<file path="src/rtl/count_run_controller.sv">
// Run/pause/abort sequencer for the auto-increment counter: owns the tick timebase and issues inc/clr pulses.
// Registered outputs appear one cycle after the deciding edge; button actions land SYNC_STAGES+1 cycles after the press.
module count_run_controller #(
    parameter int CLK_FREQ    = 50_000_000,
    parameter int TICK_HZ     = 1,
    parameter int LIMIT       = 150,
    parameter int STEP_SMALL  = 1,
    parameter int STEP_LARGE  = 10,
    parameter int SYNC_STAGES = 2
) (
    input  logic       i_clk,
    input  logic       i_reset,
    input  logic       i_start_btn,
    input  logic       i_pause_btn,
    input  logic       i_step_sel,
    input  logic [7:0] i_count_value,
    output logic       o_inc_pulse,
    output logic [7:0] o_inc_amount,
    output logic       o_clr_pulse,
    output logic       o_running,
    output logic       o_done,
    output logic       o_anim_start,
    output logic [1:0] o_state_code
);

    localparam int              TDIV     = CLK_FREQ / TICK_HZ;
    localparam int              DIV_W    = (TDIV > 1) ? $clog2(TDIV) : 1;
    localparam logic [DIV_W-1:0] DIV_LAST = DIV_W'(TDIV - 1);
    localparam logic [7:0]      LIMIT_V  = 8'(LIMIT);
    localparam logic [7:0]      STEP_S   = 8'(STEP_SMALL);
    localparam logic [7:0]      STEP_L   = 8'(STEP_LARGE);

    typedef enum logic [1:0] {
        S_IDLE  = 2'd0,
        S_RUN   = 2'd1,
        S_PAUSE = 2'd2,
        S_DONE  = 2'd3
    } state_t;

    logic [SYNC_STAGES-1:0] r_start_sync;
    logic [SYNC_STAGES-1:0] r_pause_sync;
    logic                   r_start_prev;
    logic                   r_pause_prev;

    state_t                 r_state;
    logic [DIV_W-1:0]       r_div;
    logic                   r_inc;
    logic [7:0]             r_amt;
    logic                   r_clr;
    logic                   r_running;
    logic                   r_done;
    logic                   r_anim;

    logic                   w_start_e;
    logic                   w_pause_e;
    logic                   w_tick;
    logic [7:0]             w_step;
    logic [8:0]             w_sum;
    logic                   w_at_limit;
    logic [7:0]             w_amount;

    state_t                 w_state_nxt;
    logic [DIV_W-1:0]       w_div_nxt;
    logic                   w_inc_nxt;
    logic [7:0]             w_amt_nxt;
    logic                   w_clr_nxt;
    logic                   w_anim_nxt;

    always_ff @(posedge i_clk or posedge i_reset) begin
        if (i_reset) begin
            r_start_sync <= '0;
            r_pause_sync <= '0;
            r_start_prev <= 1'b0;
            r_pause_prev <= 1'b0;
        end else begin
            r_start_sync <= {r_start_sync[SYNC_STAGES-2:0], i_start_btn};
            r_pause_sync <= {r_pause_sync[SYNC_STAGES-2:0], i_pause_btn};
            r_start_prev <= r_start_sync[SYNC_STAGES-1];
            r_pause_prev <= r_pause_sync[SYNC_STAGES-1];
        end
    end

    assign w_start_e = r_start_sync[SYNC_STAGES-1] & ~r_start_prev;
    assign w_pause_e = r_pause_sync[SYNC_STAGES-1] & ~r_pause_prev;

    // The final step is trimmed so the counter lands exactly on LIMIT.
    assign w_tick     = (r_div == DIV_LAST);
    assign w_step     = i_step_sel ? STEP_L : STEP_S;
    assign w_sum      = {1'b0, i_count_value} + {1'b0, w_step};
    assign w_at_limit = (i_count_value >= LIMIT_V);
    assign w_amount   = (w_sum > {1'b0, LIMIT_V}) ? (LIMIT_V - i_count_value) : w_step;

    always_comb begin
        w_state_nxt = r_state;
        w_div_nxt   = r_div;
        w_inc_nxt   = 1'b0;
        w_amt_nxt   = 8'd0;
        w_clr_nxt   = 1'b0;
        w_anim_nxt  = 1'b0;
        case (r_state)
            S_IDLE: begin
                if (!w_pause_e && w_start_e) begin
                    w_state_nxt = S_RUN;
                    w_clr_nxt   = 1'b1;
                    w_div_nxt   = '0;
                end
            end
            S_RUN: begin
                // Pause outranks a coinciding tick; the divider freezes where it is.
                if (w_pause_e) begin
                    w_state_nxt = S_PAUSE;
                end else if (w_tick) begin
                    w_div_nxt = '0;
                    if (w_at_limit) begin
                        w_state_nxt = S_DONE;
                        w_anim_nxt  = 1'b1;
                    end else begin
                        w_inc_nxt = 1'b1;
                        w_amt_nxt = w_amount;
                    end
                end else begin
                    w_div_nxt = r_div + DIV_W'(1);
                end
            end
            S_PAUSE: begin
                if (w_pause_e) begin
                    w_state_nxt = S_IDLE;
                    w_clr_nxt   = 1'b1;
                end else if (w_start_e) begin
                    w_state_nxt = S_RUN;
                end
            end
            S_DONE: begin
                if (w_pause_e) begin
                    w_state_nxt = S_IDLE;
                    w_clr_nxt   = 1'b1;
                end else if (w_start_e) begin
                    w_state_nxt = S_RUN;
                    w_clr_nxt   = 1'b1;
                    w_div_nxt   = '0;
                end
            end
            default: begin
                w_state_nxt = S_IDLE;
            end
        endcase
    end

    always_ff @(posedge i_clk or posedge i_reset) begin
        if (i_reset) begin
            r_state   <= S_IDLE;
            r_div     <= '0;
            r_inc     <= 1'b0;
            r_amt     <= 8'd0;
            r_clr     <= 1'b0;
            r_running <= 1'b0;
            r_done    <= 1'b0;
            r_anim    <= 1'b0;
        end else begin
            r_state   <= w_state_nxt;
            r_div     <= w_div_nxt;
            r_inc     <= w_inc_nxt;
            r_amt     <= w_amt_nxt;
            r_clr     <= w_clr_nxt;
            r_running <= (w_state_nxt == S_RUN);
            r_done    <= (w_state_nxt == S_DONE);
            r_anim    <= w_anim_nxt;
        end
    end

    assign o_inc_pulse  = r_inc;
    assign o_inc_amount = r_amt;
    assign o_clr_pulse  = r_clr;
    assign o_running    = r_running;
    assign o_done       = r_done;
    assign o_anim_start = r_anim;
    assign o_state_code = r_state;

    a_no_clr_with_inc : assert property (@(posedge i_clk) disable iff (i_reset)
        !(o_inc_pulse && o_clr_pulse));
    a_amount_idle_zero : assert property (@(posedge i_clk) disable iff (i_reset)
        o_inc_pulse || (o_inc_amount == 8'd0));

endmodule

</file>
<file path="config.mk">
export PLATFORM = sky130hd
export DESIGN_NAME = count_run_controller
export DESIGN_NICKNAME = d
export VERILOG_FILES = /design/src/rtl/count_run_controller.sv
export SDC_FILE = /design/constraint.sdc
export NUM_CORES = 1
export LEC_CHECK = 0
export BUFFER_PORTS_ARGS = -buffer_cell sky130_fd_sc_hd__buf_2
export CORE_MARGIN = 3
export CORE_UTILIZATION = 30
export CTS_BUF_LIST = sky130_fd_sc_hd__clkbuf_8
export DETAILED_ROUTE_END_ITERATION = 8
export GPL_TIMING_DRIVEN = 0
export PLACE_DENSITY = 0.55
export SETUP_SLACK_MARGIN = 0.4
export SLEW_MARGIN = 5
export SYNTH_ARGS = -nofsm -noshare
export SYNTH_HDL_FRONTEND = slang
export SYNTH_SLANG_ARGS = --single-unit
export TNS_END_PERCENT = 5
</file>
<file path="constraint.sdc">
create_clock -name i_clk -period 2.3 [get_ports i_clk]
set_clock_uncertainty 0.05 [all_clocks]
set_input_delay 0.115 -clock i_clk [delete_from_list [all_inputs] [get_ports i_clk]]
set_output_delay 0.115 -clock i_clk [all_outputs]
set_load 0.03 [all_outputs]
</file>
Yosys cells after proc, flatten, opt, wreduce, memory -nomap -nowiden
Index checks and enable logic that the tools add are counted.
{ "totals": {"register_bits": 47, "output_inout_bits": 15, "wordCells": 69} }
{ "classes": {"addsub": 3, "order_cmp": 2, "n_eq_ne": 10, "n_mux": 32, "n_bitwise": 4, "n_reduce_logical": 6} }
{ "op_table": {"columns": ["op", "n"], "rows": [
  ["two-way mux 26 bit", 5],
  ["one-hot mux 26 bit (3 select lines)", 1],
  ["two-way mux 8 bit", 5],
  ["adder 26 x 1 -> 26 bit, second input constant", 1],
  ["equality test 26 bit, second input constant", 1],
  ["two-way mux 1 bit", 12],
  ["two-way mux 2 bit", 6],
  ["adder 8 x 4 -> 9 bit", 1],
  ["greater-than comparator 9 x 8 -> 1 bit, second input constant", 1],
  ["greater-or-equal comparator 8 bit, second input constant", 1],
  ["!= test 2 bit, second input constant", 4],
  ["subtractor 8 bit, first input constant", 1],
  ["equality test 2 bit, second input constant", 3],
  ["one-hot mux 2 bit (3 select lines)", 1],
  ["AND reduction 5 bit", 1],
  ["equality test 2 x 1 -> 1 bit, second input constant", 2],
  ["two-way mux 4 bit", 1],
  ["one-hot mux 1 bit (3 select lines)", 1],
  ["nonzero test 3 bit", 1],
  ["bitwise AND 1 bit", 2],
  ["zero test 2 bit", 1],
  ["NOT 1 bit", 2],
  ["OR reduction 2 bit", 1],
  ["logical AND 1 bit", 1],
  ["zero test 1 bit", 1]
]} }

Longest topological paths before layout
{ "logic_depth": {"word_depth": 8, "mapped_depth": 10, "ltp_nobuf": 10} }

Worst setup path before layout
No wires, ideal clock.
{ "synth_path": {"path_type": "flip-flop to flip-flop", "startpoint": "register r_state[0], in the netlist o_state_code[0]", "endpoint": "register r_div[23]", "setup_ns": 0.069, "arrival_time_ns": 1.968, "required_time_ns": 2.181, "slack_ns": 0.213, "path_stages_with_launch": 7, "synth_period_minus_slack_ns": 2.087, "path_cell_list": "dfrtp_1 -> inv_1 -> maj3_2 -> or2_2 -> buf_2 -> or4_1 -> nand3_1"} }
{ "synth_between": {"elab_chain_cells": 3, "word_cells_on_any_way": 10, "cone_classes": "eq/ne (6); mux (1); reduce/logical (3)"} }
{ "synth_rtl": {"columns": ["item", "line", "source"], "rows": [
  ["from (decl)", "45", "state_t r_state;"],
  ["from (signal assigned)", "160", "r_state <= w_state_nxt;"],
  ["equality test 2 x 1 -> 1 bit, or another cell as far along", "100", "case (r_state)"],
  ["!= test 2 bit (no source line) / nonzero test 3 bit (equally long branches)", null, null],
  ["AND reduction 5 bit (no source line)", null, null],
  ["to (signal assigned)", "161", "r_div <= w_div_nxt;"],
  ["to (decl)", "46", "logic [DIV_W-1:0] r_div;"]
]} }
Several ways; a longest one is shown, not always the timed one.
A chain may end at the register's enable or synchronous reset.

Final worst setup path
{ "layout_path": {"startpoint": "register r_div[9]", "endpoint": "register r_div[14]"} }
{ "layout_between": {"elab_chain_cells": 4, "word_cells_on_any_way": 5, "cone_classes": "add/sub (1); eq/ne (1); mux (3)"} }
{ "layout_rtl": {"columns": ["item", "line", "source"], "rows": [
  ["adder 26 x 1 -> 26 bit / equality test 26 bit (equally long branches)", "122, 87", null],
  ["two-way mux 26 bit *", "112", "end else if (w_tick) begin"],
  ["two-way mux 26 bit *", "110", "if (w_pause_e) begin"],
  ["one-hot mux 26 bit (3 select lines) *", "100", null]
]} }
Mark *: on every way between the ends. The rest lies on a longest branch, timed or not. The select of a mux whose other input is x is not followed.

==> summary.txt <==
Drt
  • DR vias/cell: approximately 5.3
  • Drt total wl: roughly 6500 um
  • Residual DRC count: 0
  • Initial DRC Count: roughly 200
  • Routed wire per std cell: between 15 and 20 um
  • Routed vias: 2,309
  • First-pass DRT Iterations: 4
  • Routed Antenna Nets: 0

Floorplan
  • Die area: 9740 um2
  • Die Y-Extent: 98.7 um
  • Die Wd: between 90 and 100 um
  • # IOs: 28
  • FP Rows: 33
  • Placeable Area: 8300 um2
  • Initial Utilization: 0.311

Synth
  • Post-synth cell types: 62
  • Mean Syn Cell Area: 9.41 um2
  • Synth Area in Simple Gates: 0.261
  • Synth Warn #: 0
  • Synth async-reset ratio: 1.00
  • Largest family of logic cells by synthesized area: simple AND/OR/NAND/NOR gates
  • Syn nets: roughly 290
  • Mapped Cells: 274
  • Compound-cell area share of the yosys netlist: 0.170
  • Mux share of post-synthesis cell area: 0.0160
  • Top post-synthesis cells by area: dfrtp_1, a31oi_1, nand2_1, o21ai_0, nor2_1
  • Top cell type's share of synthesized area: 0.456
  • Cell taking the most area after synthesis: dfrtp_1
  • Dominant synthesized flop cell: dfrtp_1
  • Adder-Cell Fraction of Synth Area: 0.0413
  • XOR/XNOR Fraction of Synth Area: 0.0238
  • Seq/Total Area, Yosys: 0.456
  • Post-synth EDFFs: 0
  • Post-synthesis cell area: 2580 um2
  • Synthesized flop and latch total: 47

Clock tree
  • Clk sink count: 47
  • H-tree Lvls: 2
  • CTS tree: done
  • Clock-pin slew on the worst setup and hold paths: 0.09 ns
  • Buffer depth of the longest clock path: 2
  • Clk Latency, worst-skew pair: 0.30 ns
  • Root Driver: clkbuf_8
  • CTS Buf Count: 5

Final layout
  • Footprint of the multi-input gates: 1450 um2
  • Most frequent cells in the layout: dfrtp_1, nand2_1, buf_2
  • Seq. cell area: between 1000 and 1500 um2
  • Ant. Diodes: 0
  • Most common cell after layout, fill and taps aside: dfrtp_1
  • # fillers: around 840
  • Nets: 348
  • Share of cells above drive strength 1: 0.313
  • Non-Filler Instances: 434
  • Area Overhead vs Synth: 28.4%
  • Post-layout util: 0.399

Setup path
  • Largest fanout on the critical path: 5
  • Critical path class: reg2reg
  • Most used cell, CP: o21ai_1
  • Worst Setup Start Kind: register
  • Slowest CP cell: dfrtp_2
  • Critical path arrival: 2.16 ns
  • Critical path buffer and inverter count: 2
  • CP Capture Type: register
  • CP peak stage delay: 0.46 ns
  • Crit-path cells: nor4b_4 > nand4_1 > buf_4 > o31ai_4 > buf_6 > a21oi_1 > o21ai_1 > o21ai_1
  • Req. time, crit path: 2.44 ns
  • Top Family by Delay on Critical Path: simple AND/OR/NAND/NOR gates

Flow run
  • Max_cap viols: 0

Global routing
  • Overall global routing resource usage: 0.139
  • Number of global-route vias before repair: 2,231
  • Gr ovfl total: 0
  • Initial antenna violation count: 0
  • First-pass GRT wire length: between 10,000 and 15,000 um
  • Largest net degree at the start of global routing: 29

Power
  • Max IR drop VDD: 0.254 mV
  • Final Total Pwr: slightly below 0.002 W
  • Pint: 0.00137 W
  • Logic gate share of total power: 0.220
  • Clock network fraction of design power: 0.321
  • Leak: 1.51 nW
  • Sequential Power Share: 0.459
  • Net load switching power: ~0.0006 W
  • PwrDens: 596 nW/um2
  • Switching Share: 0.303

Outcome
  • Outcome: finished clean

Timing
  • Tcrit/Tclk final: 0.878
  • Final hold violation count: 0
  • Max frequency: 0.495 GHz
  • PnR worst setup slack: 0.280 ns
  • Hold_ws: approximately 0.046 ns
  • Unrepaired setup endpoints after global routing: yes
  • Final min period: 2.02 ns
  • Final setup fails: 0
  • Final Max Tran Viols: 0

Placed design
  • Place WS: -0.0678 ns
  • Port bufs: 26
  • GPL Wtd Cong: 0.832
  • Placed cell count: 406
  • DPL Wire Length: 4320 um

Worst hold path
  • Hold crit path type: in2reg
==> layer usage <==
layer	vias to the layer above	global-route usage	wire (um)
li1	1105	-	-
met1	1146	0.183	2960
met2	50	0.229	3240
met3	8	0.0304	254
met4	0	0.0399	90
met5	-	0	0
==> final cells by class <==
class,count,area share
Multi-Input combinational cell,208,0.438
Timing Repair Buffer,47,0.0953
Tap cell,105,0.0397
Sequential cell,47,0.358
Clock buffer,5,0.0208
Clock inverter,3,0.0144
Buffer,8,0.0212
Inverter,11,0.0125
==> worst reg2reg max path, cell delays in order (launching register included) <==
cell and delay [ns]:
dfrtp_2 0.46, nor4b_4 0.30, nand4_1 0.21, buf_4 0.20
o31ai_4 0.26, buf_6 0.19, a21oi_1 0.05, o21ai_1 0.12
o21ai_1 0.08
==> power by group through the flow <==
stage | registers, W | clock network (W) | logic (W)
after floorplan | 0.000938 | 0 | 0.000210
after global placement | 0.000925 | 0 | 0.000316
after detailed placement | 0.000925 | 0 | 0.000327
after CTS | 0.000902 | 0.000647 | 0.000422
after global routing | 0.000912 | 0.000683 | 0.000482
final | 0.000905 | 0.000633 | 0.000435
==> timing repair <==
| item | CTS | global route |
|---|---|---|
| endpoints found under the setup margin | 36 | 34 |
| buffers inserted | 13 | 3 |
| endpoints found under the hold margin | 21 | 0 |
| hold buffers | 3 | 0 |
| gates cloned | 1 | 0 |
| resized for setup | 37 | 6 |
| pin swaps | 12 | 6 |
==> cell families (layout without fill, tap and decap cells) <==
family / count (synthesis) / in the layout
AO/OA/AOI/OAI: 71 / 71
XOR/XNOR: 7 / 7
adder cells (fa/ha/maj): 8 / 8
buffers and inverters: 19 / 74
flip-flops: 47 / 47
multiplexers: 4 / 4
other: 1 / 1
AND/OR/NAND/NOR: 117 / 117
==> synth_stat cells (6+ instances only) <==
master	n
ha_1	6
buf_2	6
nand4_1	7
nor3_1	6
nor2_1	22
dfrtp_1	47
a31oi_1	20
a21oi_1	11
inv_1	10
nand2_1	30
o21ai_0	20
nand3_1	13
==> registers in the layout, indices dropped and copies added (netlist names) <==
name          flops
r_div            26
o_inc_amount      8
o_state_code      2
r_pause_sync      2
r_start_sync      2
o_anim_start      1
o_clr_pulse       1
o_done            1
o_inc_pulse       1
o_running         1
r_pause_prev      1
r_start_prev      1
==> final timing paths <==
path                                   end  cells after the start  slack [ns]             start
max in group asynchronous  o_state_code[1]                      4        1.37           i_reset
setup reg to reg                 r_div[14]                      8        0.28          r_div[9]
min in group asynchronous        r_div[22]                      3        0.31           i_reset
hold / removal             o_inc_amount[5]                      3        0.05  i_count_value[5]
setup / recovery                 r_div[14]                      8        0.28          r_div[9]
hold reg to reg            r_pause_sync[1]                      0        0.31   r_pause_sync[0]
==> per-stage QoR <==
step           TNS, ns  area (um2)
4_1_cts              0        3260
6_report             0        3310
3_3_place_gp         0        2860
5_1_grt              0        3310
3_5_place_dp    -0.260        2880
2_1_floorplan        0        2600
(Power assumes the default switching activity.)
